===== src/rtl/io_pwm_pkg.sv =====
// Shared definitions for the io_pwm peripheral: register map, CTRL layout and sizing.
package io_pwm_pkg;

  // Word address of the io_pwm window; sits with the other io_* bases in the IO map.
  localparam logic [15:2] IO_PWM_BASE = 14'h3FD0;

  localparam int CNT_W  = 16;
  localparam int NUM_CH = 4;

  typedef enum logic [2:0] {
    REG_CTRL   = 3'd0,
    REG_PRESC  = 3'd1,
    REG_PERIOD = 3'd2,
    REG_COUNT  = 3'd3,
    REG_DUTY0  = 3'd4,
    REG_DUTY1  = 3'd5,
    REG_DUTY2  = 3'd6,
    REG_DUTY3  = 3'd7
  } reg_off_e;

  localparam int CTRL_CH_EN_LSB = 0;
  localparam int CTRL_RUN_BIT   = 4;
  localparam int CTRL_W         = 5;

  // Packed so that bit 4 is run and bits 3:0 are ch_en, matching the CTRL word.
  typedef struct packed {
    logic              run;
    logic [NUM_CH-1:0] ch_en;
  } ctrl_t;

endpackage


===== src/rtl/io_pwm_chan.sv =====
// One PWM channel: programmed duty, active duty loaded on request, registered compare output.
module io_pwm_chan
  import io_pwm_pkg::*;
(
  input  logic             clk,
  input  logic             rst_n,
  input  logic             wr_en_i,
  input  logic [CNT_W-1:0] wdata_i,
  input  logic             load_i,
  input  logic             run_i,
  input  logic             en_i,
  input  logic [CNT_W-1:0] cnt_i,
  output logic [CNT_W-1:0] duty_sw_o,
  output logic             pwm_o
);

  logic [CNT_W-1:0] duty_sw_q;
  logic [CNT_W-1:0] duty_act_q;
  logic             pwm_q;
  logic             pwm_d;

  assign pwm_d = run_i & en_i & (cnt_i < duty_act_q);

  // load_i samples the old duty_sw_q, so a write on a wrap edge waits one more period.
  always_ff @(posedge clk) begin
    if (rst_n) begin
      duty_sw_q  <= '0;
      duty_act_q <= '0;
      pwm_q      <= 1'b0;
    end else begin
      if (wr_en_i) duty_sw_q  <= wdata_i;
      if (load_i)  duty_act_q <= duty_sw_q;
      pwm_q <= pwm_d;
    end
  end

  assign duty_sw_o = duty_sw_q;
  assign pwm_o     = pwm_q;

endmodule


===== src/rtl/io_pwm.sv =====
// Four-channel PWM on the IO bus: prescaler, period counter, register file and chained read mux.
module io_pwm
  import io_pwm_pkg::*;
#(
  parameter logic [15:2] IO_BASE = IO_PWM_BASE
) (
  input  logic        clk,
  input  logic        rst_n,
  input  logic        dma_io_we,
  input  logic [15:2] dma_io_wadr,
  input  logic [31:0] dma_io_wdata,
  input  logic [15:2] dma_io_radr,
  input  logic        dma_io_radr_en,
  input  logic [31:0] dma_io_rdata_in,
  output logic [31:0] dma_io_rdata,
  output logic [3:0]  pwm_out,
  output logic        pwm_wrap
);

  // IO bus: a write commits on the edge closing a dma_io_we cycle; read data is valid the
  // cycle after dma_io_radr_en with no backpressure, otherwise upstream data passes through.
  ctrl_t            ctrl_q;
  logic [CNT_W-1:0] presc_q;
  logic [CNT_W-1:0] period_sw_q;
  logic [CNT_W-1:0] period_act_q;
  logic [CNT_W-1:0] pres_cnt_q, pres_cnt_d;
  logic [CNT_W-1:0] cnt_q, cnt_d;
  logic             wrap_q;
  logic             rd_hit_q;
  logic [31:0]      rd_data_q;
  logic [31:0]      rd_mux;

  logic              wr_hit, rd_hit;
  reg_off_e          wr_off, rd_off;
  logic              tick, wrap_evt, act_load;
  logic [NUM_CH-1:0] duty_we;
  logic [NUM_CH-1:0] pwm_vec;
  logic [CNT_W-1:0]  duty_sw [NUM_CH];
  logic              unused_wdata_bits;

  assign unused_wdata_bits = ^dma_io_wdata[31:CNT_W];

  assign wr_hit = dma_io_we & (dma_io_wadr[15:5] == IO_BASE[15:5]);
  assign rd_hit = dma_io_radr_en & (dma_io_radr[15:5] == IO_BASE[15:5]);
  assign wr_off = reg_off_e'(dma_io_wadr[4:2]);
  assign rd_off = reg_off_e'(dma_io_radr[4:2]);

  assign tick     = ctrl_q.run & (pres_cnt_q == presc_q);
  assign wrap_evt = tick & (cnt_q >= period_act_q);
  // While stopped the active copies follow the programmed ones so setup applies at once.
  assign act_load = ~ctrl_q.run | wrap_evt;

  always_comb begin
    pres_cnt_d = pres_cnt_q;
    cnt_d      = cnt_q;
    if (!ctrl_q.run) begin
      pres_cnt_d = '0;
      cnt_d      = '0;
    end else if (tick) begin
      pres_cnt_d = '0;
      cnt_d      = wrap_evt ? '0 : cnt_q + 16'd1;
    end else begin
      pres_cnt_d = pres_cnt_q + 16'd1;
    end
  end

  always_comb begin
    duty_we = '0;
    if (wr_hit && dma_io_wadr[4]) duty_we[dma_io_wadr[3:2]] = 1'b1;
  end

  always_comb begin
    rd_mux = '0;
    case (rd_off)
      REG_CTRL:   rd_mux[CTRL_W-1:0] = ctrl_q;
      REG_PRESC:  rd_mux[CNT_W-1:0]  = presc_q;
      REG_PERIOD: rd_mux[CNT_W-1:0]  = period_sw_q;
      REG_COUNT:  rd_mux[CNT_W-1:0]  = cnt_q;
      default:    rd_mux[CNT_W-1:0]  = duty_sw[dma_io_radr[3:2]];
    endcase
  end

  always_ff @(posedge clk) begin
    if (rst_n) begin
      ctrl_q       <= '0;
      presc_q      <= '0;
      period_sw_q  <= '0;
      period_act_q <= '0;
      pres_cnt_q   <= '0;
      cnt_q        <= '0;
      wrap_q       <= 1'b0;
      rd_hit_q     <= 1'b0;
      rd_data_q    <= '0;
    end else begin
      if (wr_hit) begin
        case (wr_off)
          REG_CTRL:   ctrl_q      <= ctrl_t'(dma_io_wdata[CTRL_W-1:0]);
          REG_PRESC:  presc_q     <= dma_io_wdata[CNT_W-1:0];
          REG_PERIOD: period_sw_q <= dma_io_wdata[CNT_W-1:0];
          default: ;
        endcase
      end
      if (act_load) period_act_q <= period_sw_q;
      pres_cnt_q <= pres_cnt_d;
      cnt_q      <= cnt_d;
      wrap_q     <= wrap_evt;
      rd_hit_q   <= rd_hit;
      if (rd_hit) rd_data_q <= rd_mux;
    end
  end

  for (genvar g = 0; g < NUM_CH; g++) begin : g_chan
    io_pwm_chan u_chan (
      .clk       (clk),
      .rst_n     (rst_n),
      .wr_en_i   (duty_we[g]),
      .wdata_i   (dma_io_wdata[CNT_W-1:0]),
      .load_i    (act_load),
      .run_i     (ctrl_q.run),
      .en_i      (ctrl_q.ch_en[g]),
      .cnt_i     (cnt_q),
      .duty_sw_o (duty_sw[g]),
      .pwm_o     (pwm_vec[g])
    );
  end

  assign dma_io_rdata = rd_hit_q ? rd_data_q : dma_io_rdata_in;
  assign pwm_out      = pwm_vec;
  assign pwm_wrap     = wrap_q;

endmodule

===== config.mk =====
export PLATFORM = sky130hd
export DESIGN_NAME = io_pwm
export DESIGN_NICKNAME = d
export VERILOG_FILES = /design/src/rtl/io_pwm_pkg.sv /design/src/rtl/io_pwm_chan.sv /design/src/rtl/io_pwm.sv
export SDC_FILE = /design/constraint.sdc
export NUM_CORES = 1
export LEC_CHECK = 0
export CORE_AREA = 2 2 181 183
export DETAILED_ROUTE_END_ITERATION = 12
export DIE_AREA = 0 0 183 185
export GPL_TIMING_DRIVEN = 1
export MAX_ROUTING_LAYER = met4
export SYNTH_ARGS = -nofsm -noshare
export SYNTH_HDL_FRONTEND = slang
export SYNTH_SLANG_ARGS = --single-unit

===== constraint.sdc =====
create_clock -name clk -period 2.3 [get_ports clk]
set_input_delay 0.46 -clock clk [delete_from_list [all_inputs] [get_ports clk]]
set_output_delay 0.46 -clock clk [all_outputs]
set_load 0.05 [all_outputs]

==> results of run 1 <==
-- per-layer routing --
| metal | vias up | share of wire | routed length [um] |
|---|---|---|---|
| li1 | 4820 | - | - |
| met1 | 4674 | 0.47 | 16500 |
| met2 | 188 | 0.47 | 16400 |
| met3 | 48 | 0.042 | 1490 |
| met4 | 0 | 0.025 | 873 |
| met5 | - | 0 | 0 |
-- synth_stat cells, drive strengths merged --
cell type	count	area [um2]
a2111oi	5	43.8
o2111a	2	22.5
a22oi	11	82.6
nand3	16	80.1
nand4bb	2	22.5
o21ai	29	145
nor2b	19	119
and4	2	17.5
xnor2	20	183
mux4	21	473
nor4	8	65.1
and3b	1	8.76
clkbuf	51	191
nor3	13	65.1
or2	1	6.26
nor2	150	563
and3	8	50.1
o2111ai	1	8.76
nand3b	5	37.5
nand4	20	131
a211oi	14	110
a21o	17	128
xor2	18	158
a21oi	23	115
nand4b	1	8.76
o21a	3	22.5
o211a	1	10.0
nand2b	167	1040
nand2	45	169
mux2	27	304
ha	78	976
mux2i	197	1970
inv	80	300
or3	4	25.0
dfxtp	235	4700
buf	27	189
-- what timing repair did --
| item | in CTS | in global routing |
|---|---|---|
| cloned | 3 | 3 |
| pin swaps | 10 | 11 |
| resized for setup | 17 | 29 |
| buffers inserted | 5 | 3 |
| setup endpoints to repair | 73 | 90 |
| hold buffers | 0 | 0 |
-- final cells by class --
type,count,area share
Inverter,80,0.0187
Clock inverter,10,0.0118
Clock buffer,39,0.0502
Multi-Input combinational cell,929,0.455
Sequential cell,235,0.292
Tap cell,408,0.0316
Timing Repair Buffer,204,0.141
-- cells by family (layout without fill, tap and decap cells) --
group                    Yosys count  in the layout  share of synthesized area
AO/OA/AOI/OAI                    106            106                     0.0548
XOR/XNOR                          38             38                     0.0271
adder cells (fa/ha/maj)           78             78                     0.0778
buffers and inverters            158            333                     0.0542
flip-flops                       235            235                      0.375
multiplexers                     245            245                      0.219
AND/OR/NAND/NOR                  462            462                      0.192
-- critical path, stage by stage, from the launching register on --
cell      delay, ns
dfxtp_1        0.39
inv_1          0.07
ha_1           0.22
a21o_1         0.18
a211oi_2       0.23
o21a_1         0.22
o211a_4        0.18
o21a_4         0.20
buf_12         0.16
buf_12         0.14
mux2i_2        0.20
-- state kept, by name (all words and copies together), names as in the netlist, 4 cells and up --
name	count
cnt_q	16
ctrl_q	5
g_chan.u_chan.duty_sw_o	64
presc_q	16
period_act_q	16
pres_cnt_q	16
rd_data_q	16
period_sw_q	16
g_chan.u_chan.pwm_o	4
g_chan.u_chan.duty_act_q	64
-- per-stage QoR --
stage	hold WS [ns]	TNS [ns]	cell area [um2]
after global routing	0.171	-2.68	16200
after detailed placement	0.465	-2.90	14800
after global placement	0.462	-3.92	14800
final	0.166	0	16200
after CTS	0.152	0	15900
after floorplan	0.452	0	12600
-- how the worst max path moves through the flow --
| stage | slack, ns | cells after the start | from | endpoint |
|---|---|---|---|---|
| 2_1_floorplan | 0.04 | 10 | cnt_q[0] | g_chan[0].u_chan.duty_act_q[0] |
| 3_5_place_dp | -0.12 | 8 | cnt_q[1] | g_chan[3].u_chan.pwm_o |
| 6_report | 0.01 | 10 | period_act_q[5] | g_chan[3].u_chan.duty_act_q[12] |
| 4_1_cts | 0.006 | 7 | presc_q[11] | cnt_q[15] |
| 5_1_grt | -0.10 | 10 | period_act_q[5] | g_chan[3].u_chan.duty_act_q[9] |
| 3_3_place_gp | -0.14 | 8 | cnt_q[1] | g_chan[3].u_chan.pwm_o |
-- power groups by stage --
| stage | Clock (mW) | Combinational (mW) | Sequential, mW |
|---|---|---|---|
| 4_1_cts | 4.89 | 0.603 | 4.07 |
| 2_1_floorplan | 0 | 0.286 | 4.16 |
| 5_1_grt | 5.06 | 0.629 | 4.07 |
| 6_report | 4.80 | 0.602 | 4.07 |
| 3_5_place_dp | 0 | 0.602 | 4.16 |
| 3_3_place_gp | 0 | 0.600 | 4.16 |
==> results.py, run 1 <==
metrics = {
    "clock_tree": {
        "clock_latency_ns": 0.56,
        "cts_root_buf": "clkbuf_16",
        "cts_tree": "done",
        "clock_path_buffers": 3,
        "cts_buffers": 27,
        "clock_sinks": 235,
        "ctsHtreeMaxLevel": 1,
        "path_clk_slew_ns": 0.07,
    },
    "critical_path": {
        "startpoint_type": "flop",
        "crit_fanout": 7,
        "reg2reg_slack_ns": 0.01,
        "endpoint_kind": "flop",
        "crit_arrival_ns": 2.76,
        "crit_required_ns": 2.77,
        "worstReg2RegStart": "period_act_q[5]",
        "r2r-end": "g_chan[3].u_chan.duty_act_q[12]",
        "reg2regPathDepth": 10,
        "critPathKind": "flop to flop",
    },
    "power_and_ir_drop": {
        "ir_drop_mv": 0.543,
        "total_power_mw": 9.47,
        "p_per_area_nw_per_um2": 586,
        "p_int_mw": 7.37,
        "p_clk_frac": 0.507,
        "swShare": 0.221,
        "p_leak_nw": 6.33,
        "power_frac_seq": 0.430,
        "power_switching_mw": 2.09,
        "p_comb_frac": 0.064,
    },
    "sta": {
        "skew_ns": 0.0188,
        "hold_violations": 0,
        "worst_pin_slew_ns": 0.720,
        "finalSetupViolCount": 0,
        "grt_setup_unrepaired": "yes",
        "fmax_mhz": 437,
        "maxSlewViolCount": 0,
        "fin_crit_sh": 0.995,
        "setup_ws_ns": 0.0107,
        "period_needed_ns": 2.29,
        "slew_headroom": 0.520,
    },
    "global_routing": {
        "met3_usage": 0.0218,
        "met1_usage": 0.284,
        "grt_pass1_wl_um": 53200,
        "grtUsageMet2": 0.332,
        "grt_usage": 0.208,
        "antenna_found_initial": 0,
        "grt_busiest_layer": "met2",
        "grt_pass1_vias": 9282,
        "grt_overflow": 0,
        "grt_max_degree": 126,
    },
    "die": {
        "ios": 133,
        "die_area_um2": 33900,
        "rows": 66,
        "core_region_area_um2": 32000,
        "die_width_um": 183,
        "start_util": 0.392,
        "die_y_um": 185,
    },
    "placement": {
        "gp_congestion": 0.831,
        "place_ws_ns": -0.119,
        "io_buffer_count": 116,
        "dpl.cell_count": 1843,
        "dp_hpwl_um": 24900,
    },
    "cells_and_area": {
        "fin_nets": 1651,
        "drive_gt1_frac": 0.168,
        "multi_input_area_um2": 7350,
        "syn2layout_area_growth_pct": 28.8,
        "stdcell_count": 1905,
        "nFillCells": 2985,
        "layout_commonest_cell": "dfxtp_1",
        "register_area_um2": 4720,
        "antenna_cells": 0,
        "mostFrequentLayoutCells": "dfxtp_1 (226), mux2i_1 (196), nand2b_1 (166), nor2_1 (150), clkdlybuf4s50_1 (82)",
        "final_util": 0.504,
    },
    "drt": {
        "drc": 0,
        "drtIter0Drc": 688,
        "vias": 9730,
        "vias_per_cell": 5.11,
        "routed_wl_um": 35300,
        "first_pass_iters": 5,
        "ant_nets": 0,
        "wl_per_cell_um": 18.5,
    },
    "yosys": {
        "ys_ff_latch": 235,
        "syn_area_um2": 12600,
        "synthCells": 1322,
        "syn_area_per_cell_um2": 9.49,
        "ys.warnings.count": 0,
        "yosysSeqAreaShare": 0.375,
        "synth_nets": 1496,
        "yosysUniqueCellTypes": 45,
    },
    "flow_run": {
        "maxCapViolations": 0,
    },
    "hold_path": {
        "worstHoldEndpoint": "g_chan[0].u_chan.duty_sw_o[0]",
        "min_path_cells": 2,
        "min_from": "rst_n",
        "hold_class": "primary input to flop",
    },
    "run_status": {
        "status": "completed",
    },
}
Power figures use the tool's default switching activity.
==> inputs of run 2 (changes only) <==
--- a/config.mk
+++ b/config.mk
@@ -5,9 +5,9 @@
 export SDC_FILE = /design/constraint.sdc
 export NUM_CORES = 1
 export LEC_CHECK = 0
-export CORE_AREA = 2 2 181 183
+export CORE_AREA = 8 8 187 189
 export DETAILED_ROUTE_END_ITERATION = 12
-export DIE_AREA = 0 0 183 185
+export DIE_AREA = 0 0 195 197
 export GPL_TIMING_DRIVEN = 1
 export MAX_ROUTING_LAYER = met4
 export SYNTH_ARGS = -nofsm -noshare
==> run 2 against run 1 <==
Net effect:
- the flow now finishes with violations (negative setup slack)
- clock skew grew 0.0081 ns
- sequential cell count is the same
- worst hold slack gained 0.066 ns
- register-to-register slack lost 0.05 ns
- critical path type unchanged
- critical endpoint unchanged
- largest cell class unchanged
==> results.py, run 2 (synthesis results as in run 1) <==
metrics = {
    "run_status": {
        "status": "complete, but fails checks",
        "violations": "negative setup slack",
    },
    "drt": {
        "vias_per_cell": 5.03,
        "wl_per_cell_um": 18.7,
        "drc": 0,
        "first_pass_iters": 4,
        "vias": 9565,
        "routed_wl_um": 35600,
        "drtIter0Drc": 679,
        "ant_nets": 0,
    },
    "cells_and_area": {
        "final_util": 0.503,
        "drive_gt1_frac": 0.161,
        "antenna_cells": 0,
        "syn2layout_area_growth_pct": 28.5,
        "layout_commonest_cell": "dfxtp_1",
        "fin_nets": 1647,
        "mostFrequentLayoutCells": "dfxtp_1 (229), mux2i_1 (197), nand2b_1 (166), nor2_1 (149), clkdlybuf4s50_1 (81)",
    },
    "placement": {
        "gp_congestion": 0.837,
        "dp_hpwl_um": 25800,
        "io_buffer_count": 116,
    },
    "sta": {
        "setup_ws_ns": -0.0346,
        "finalSetupViolCount": 35,
        "maxSlewViolCount": 0,
        "grt_setup_unrepaired": "yes",
        "tns_ns": -0.425,
        "slew_headroom": 0.449,
        "skew_ns": 0.0268,
        "period_needed_ns": 2.33,
        "worst_pin_slew_ns": 0.827,
        "hold_violations": 0,
        "fmax_mhz": 428,
        "fin_crit_sh": 1.02,
    },
    "critical_path": {
        "endpoint_kind": "flop",
        "startpoint_type": "flop",
        "crit_arrival_ns": 2.75,
        "critPathKind": "flop to flop",
        "crit_required_ns": 2.72,
        "crit_fanout": 5,
    },
    "die": {
        "ios": 133,
        "die_area_um2": 38400,
        "rows": 66,
        "die_y_um": 197,
        "die_width_um": 195,
        "core_region_area_um2": 32000,
        "start_util": 0.392,
    },
    "power_and_ir_drop": {
        "p_leak_nw": 6.30,
        "p_per_area_nw_per_um2": 563,
        "power_frac_seq": 0.448,
        "ir_drop_mv": 0.448,
        "p_clk_frac": 0.487,
        "power_switching_mw": 2.06,
        "swShare": 0.226,
        "p_comb_frac": 0.065,
        "p_int_mw": 7.03,
    },
    "clock_tree": {
        "ctsHtreeMaxLevel": 1,
        "cts_root_buf": "clkbuf_16",
        "holdBufCountCts": 0,
        "clock_path_buffers": 3,
        "clock_sinks": 235,
        "clock_latency_ns": 0.55,
        "cts_tree": "done",
        "cts_buffers": 28,
        "path_clk_slew_ns": 0.06,
    },
    "global_routing": {
        "grt_overflow": 0,
        "grt_pass1_wl_um": 54600,
        "antenna_found_initial": 0,
        "grt_max_degree": 122,
        "grt_pass1_vias": 9557,
        "grt_usage": 0.183,
    },
    "hold_path": {
        "hold_class": "primary input to flop",
    },
    "flow_run": {
        "maxCapViolations": 0,
    },
}
==> run 2: changes by cell type in the layout (fill, tap and decap cells not counted), moves of 2 or more <==
cell | before | now
buf_4 | 76 | 65
dfxtp_2 | 8 | 4
bufinv_16 | 5 | 1
buf_8 | 0 | 3
clkbuf_1 | 3 | 7
buf_6 | 6 | 4
clkbuf_16 | 29 | 35
dfxtp_1 | 226 | 229
==> run 2: cell type report <==
type                    count  area [um2]
well taps                 408         510
repair buffers            199        2340
clock buffers              45         865
inverters                  80         305
flip-flops and latches    235        4720
fillers                  2960       15900
multi-input cells         929        7320
clock inverters             5        61.3
==> run 2: routing by layer <==
layer | vias to the layer above | part of all wire | track usage
li1 | 4814 | - | -
met1 | 4558 | 0.49 | 0.250
met5 | - | 0 | -
met3 | 50 | 0.031 | 0.0220
met2 | 143 | 0.46 | 0.289
met4 | 0 | 0.022 | 0.0371
==> run 2: power by group through the flow <==
| stage | registers, mW | clock network, mW | logic, mW |
|---|---|---|---|
| floorplan | 4.16 | 0 | 0.286 |
| global placement | 4.16 | 0 | 0.592 |
| detailed placement | 4.16 | 0 | 0.596 |
| CTS | 4.07 | 4.50 | 0.596 |
| global route | 4.07 | 4.69 | 0.620 |
| finish | 4.07 | 4.42 | 0.594 |
==> run 2: through the flow <==
stage,instances,power (mW),hold slack (ns),worst slack [ns],area [um2]
finish,1901,9.08,0.231,-0.0346,16100
global route,1901,9.38,0.236,-0.117,16100
CTS,1892,9.17,0.218,-0.0223,15800
detailed placement,1839,4.76,0.465,-0.517,14700
global placement,1839,4.75,0.460,-0.444,14700
floorplan,1322,4.45,0.452,0.0403,12600
==> run 2: worst max-delay path, cell delays in order, from the launching register on <==
cell and delay (ns):
dfxtp_4 0.37, inv_4 0.04, ha_4 0.25, nand4_1 0.21
nor2_2 0.18, o2111ai_2 0.15, o211a_4 0.27, o21a_4 0.27
clkbuf_16 0.18, clkbuf_16 0.16, mux2i_1 0.11
==> run 2: timing repair <==
action / in CTS / in global routing
pin swaps: 3 / 8
gates resized for setup: 25 / 19
setup buffers: 2 / 0
endpoints found under the setup margin: 95 / 95
gates cloned: 1 / 9
==> run 2: worst paths after layout <==
check | start | end | slack, ns | cells past startpoint
setup / recovery | period_act_q[15] | g_chan[3].u_chan.duty_act_q[12] | -0.03 | 10
hold / removal | rst_n | period_sw_q[2] | 0.23 | 2
setup reg to reg | period_act_q[15] | g_chan[3].u_chan.duty_act_q[12] | -0.03 | 10
hold reg to reg | g_chan[1].u_chan.duty_act_q[9] | g_chan[1].u_chan.duty_act_q[9] | 0.47 | 2
==> inputs of run 3 (changes only) <==
--- a/config.mk
+++ b/config.mk
@@ -13,3 +13,4 @@
 export SYNTH_ARGS = -nofsm -noshare
 export SYNTH_HDL_FRONTEND = slang
 export SYNTH_SLANG_ARGS = --single-unit
+export TNS_END_PERCENT = 50
==> run 3 against run 2 <==
Net effect:
- clock skew grew 0.0025 ns
- worst hold slack gained 0.00050 ns
- first-iteration DRC count shrank 4.4%
- setup slack lost 0.0022 ns
- the flow still finishes with violations (negative setup slack)
- largest power group unchanged
- register-to-register slack is essentially flat
- combinational power is essentially flat
==> results.py, run 3 (synthesis results as in run 1) <==
metrics = {
    "run_status": {
        "status": "complete, but fails checks",
        "violations": "negative setup slack",
    },
    "global_routing": {
        "grt_overflow": 0,
        "grt_pass1_vias": 9557,
        "grt_pass1_wl_um": 54600,
        "antenna_found_initial": 0,
        "grt_max_degree": 122,
        "grt_usage": 0.183,
    },
    "hold_path": {
        "worstHoldEndpoint": "period_sw_q[2]",
        "min_path_cells": 2,
        "hold_class": "primary input to flop",
        "min_from": "rst_n",
    },
    "cells_and_area": {
        "stdcell_area_um2": 16100,
        "multi_input_area_um2": 7320,
        "syn2layout_area_growth_pct": 28.2,
        "register_area_um2": 4720,
        "mostFrequentLayoutCells": "dfxtp_1 (229), mux2i_1 (197), nand2b_1 (166), nor2_1 (149), clkdlybuf4s50_1 (81)",
        "drive_gt1_frac": 0.161,
        "layout_commonest_cell": "dfxtp_1",
        "fin_nets": 1646,
        "nFillCells": 2964,
        "antenna_cells": 0,
    },
    "clock_tree": {
        "ctsHtreeMaxLevel": 1,
        "cts_buffers": 28,
        "cts_root_buf": "clkbuf_16",
        "holdBufCountCts": 0,
        "cts_tree": "done",
        "clock_path_buffers": 3,
        "path_clk_slew_ns": 0.06,
        "clock_sinks": 235,
        "clock_latency_ns": 0.55,
    },
    "critical_path": {
        "reg2reg_slack_ns": -0.04,
        "critPathTopFamily": "compound AO/OA/AOI/OAI gates",
        "endpoint_kind": "flop",
        "startpoint_type": "flop",
        "crit_fanout": 5,
        "crit_required_ns": 2.72,
        "r2r-end": "g_chan[1].u_chan.duty_act_q[8]",
        "timing.critical_path.buf_inv": 3,
        "slowest_delay_ns": 0.37,
        "worstReg2RegStart": "period_act_q[15]",
        "cp-startpoint": "period_act_q[15]",
        "crit_arrival_ns": 2.75,
        "critPathKind": "flop to flop",
        "crit_slowest_cell": "dfxtp_4",
        "path_cells": "inv_4, ha_4, nand4_1, nor2_2, o2111ai_2, o211a_4, o21a_4, clkbuf_16, clkbuf_16, mux2i_1",
        "reg2regPathDepth": 10,
        "crit_path_frequent_cell": "clkbuf_16",
    },
    "power_and_ir_drop": {
        "p_per_area_nw_per_um2": 564,
        "swShare": 0.226,
        "p_comb_frac": 0.065,
        "p_clk_frac": 0.487,
        "p_int_mw": 7.03,
        "p_leak_nw": 6.29,
        "ir_drop_mv": 0.447,
        "power_frac_seq": 0.448,
        "power_switching_mw": 2.05,
    },
    "sta": {
        "period_needed_ns": 2.34,
        "worst_pin_slew_ns": 0.823,
        "fmax_mhz": 428,
        "finalSetupViolCount": 34,
        "grt_setup_unrepaired": "yes",
        "fin_crit_sh": 1.02,
        "hold_violations": 0,
        "setup_ws_ns": -0.0368,
        "maxSlewViolCount": 0,
        "tns_ns": -0.501,
        "slew_headroom": 0.451,
        "skew_ns": 0.0293,
    },
    "placement": {
        "placed_area_um2": 14700,
        "dp_hpwl_um": 25800,
        "io_buffer_count": 116,
        "gp_congestion": 0.837,
    },
    "die": {
        "die_y_um": 197,
        "die_width_um": 195,
        "rows": 66,
        "ios": 133,
        "die_area_um2": 38400,
        "start_util": 0.392,
        "core_region_area_um2": 32000,
    },
    "flow_run": {
        "maxCapViolations": 0,
    },
    "drt": {
        "vias_per_cell": 5.05,
        "ant_nets": 0,
        "wl_per_cell_um": 18.7,
        "routed_wl_um": 35500,
        "vias": 9586,
        "drtIter0Drc": 649,
        "drc": 0,
        "first_pass_iters": 4,
    },
}
-- run 3: cell types whose count changed in the layout (fill, tap and decap cells not counted), sizes merged --
cell	delta
clkbuf	-1
-- run 3: layout make-up --
class,instances,share of cell area
clock buffer,45,0.0537
clock inverter,5,0.00381
inverter,80,0.0190
multi-input combinational,929,0.455
sequential,235,0.293
tap,408,0.0317
timing repair buffer,198,0.144
-- run 3: through the flow --
stage | hold slack (ns) | std cells | worst slack (ns) | util | total power, mW
final | 0.232 | 1900 | -0.0368 | 0.502 | 9.08
after global routing | 0.237 | 1900 | -0.119 | 0.502 | 9.38
after CTS | 0.218 | 1892 | -0.0223 | 0.494 | 9.17
after detailed placement | 0.465 | 1839 | -0.517 | 0.460 | 4.76
after global placement | 0.460 | 1839 | -0.444 | 0.460 | 4.75
after floorplan | 0.452 | 1322 | 0.0403 | - | 4.45
-- run 3: per-layer routing --
layer / track usage / up-vias / part of all wire
met5: - / - / 0
met3: 0.0220 / 50 / 0.035
met4: 0.0371 / 0 / 0.023
met1: 0.250 / 4564 / 0.49
li1: - / 4815 / -
met2: 0.289 / 157 / 0.46
-- run 3: power by group through the flow --
stage	clock network (mW)	registers, mW	logic, mW
final	4.42	4.07	0.593
after global routing	4.69	4.07	0.620
after floorplan	0	4.16	0.286
after detailed placement	0	4.16	0.596
after global placement	0	4.16	0.592
after CTS	4.50	4.07	0.596
-- run 3: worst max path at each step --
stage          cells after the start                              to
2_1_floorplan                     10  g_chan[0].u_chan.duty_act_q[0]
3_3_place_gp                       9          g_chan[2].u_chan.pwm_o
3_5_place_dp                       9          g_chan[2].u_chan.pwm_o
4_1_cts                           10                period_act_q[14]
5_1_grt                           10                period_act_q[10]
6_report                          10  g_chan[1].u_chan.duty_act_q[8]
-- run 3: timing repair --
action / in CTS / in global routing
pin swaps: 4 / 8
gates cloned: 1 / 8
resized for setup: 25 / 18
endpoints found under the setup margin: 95 / 95
setup buffers: 2 / 0
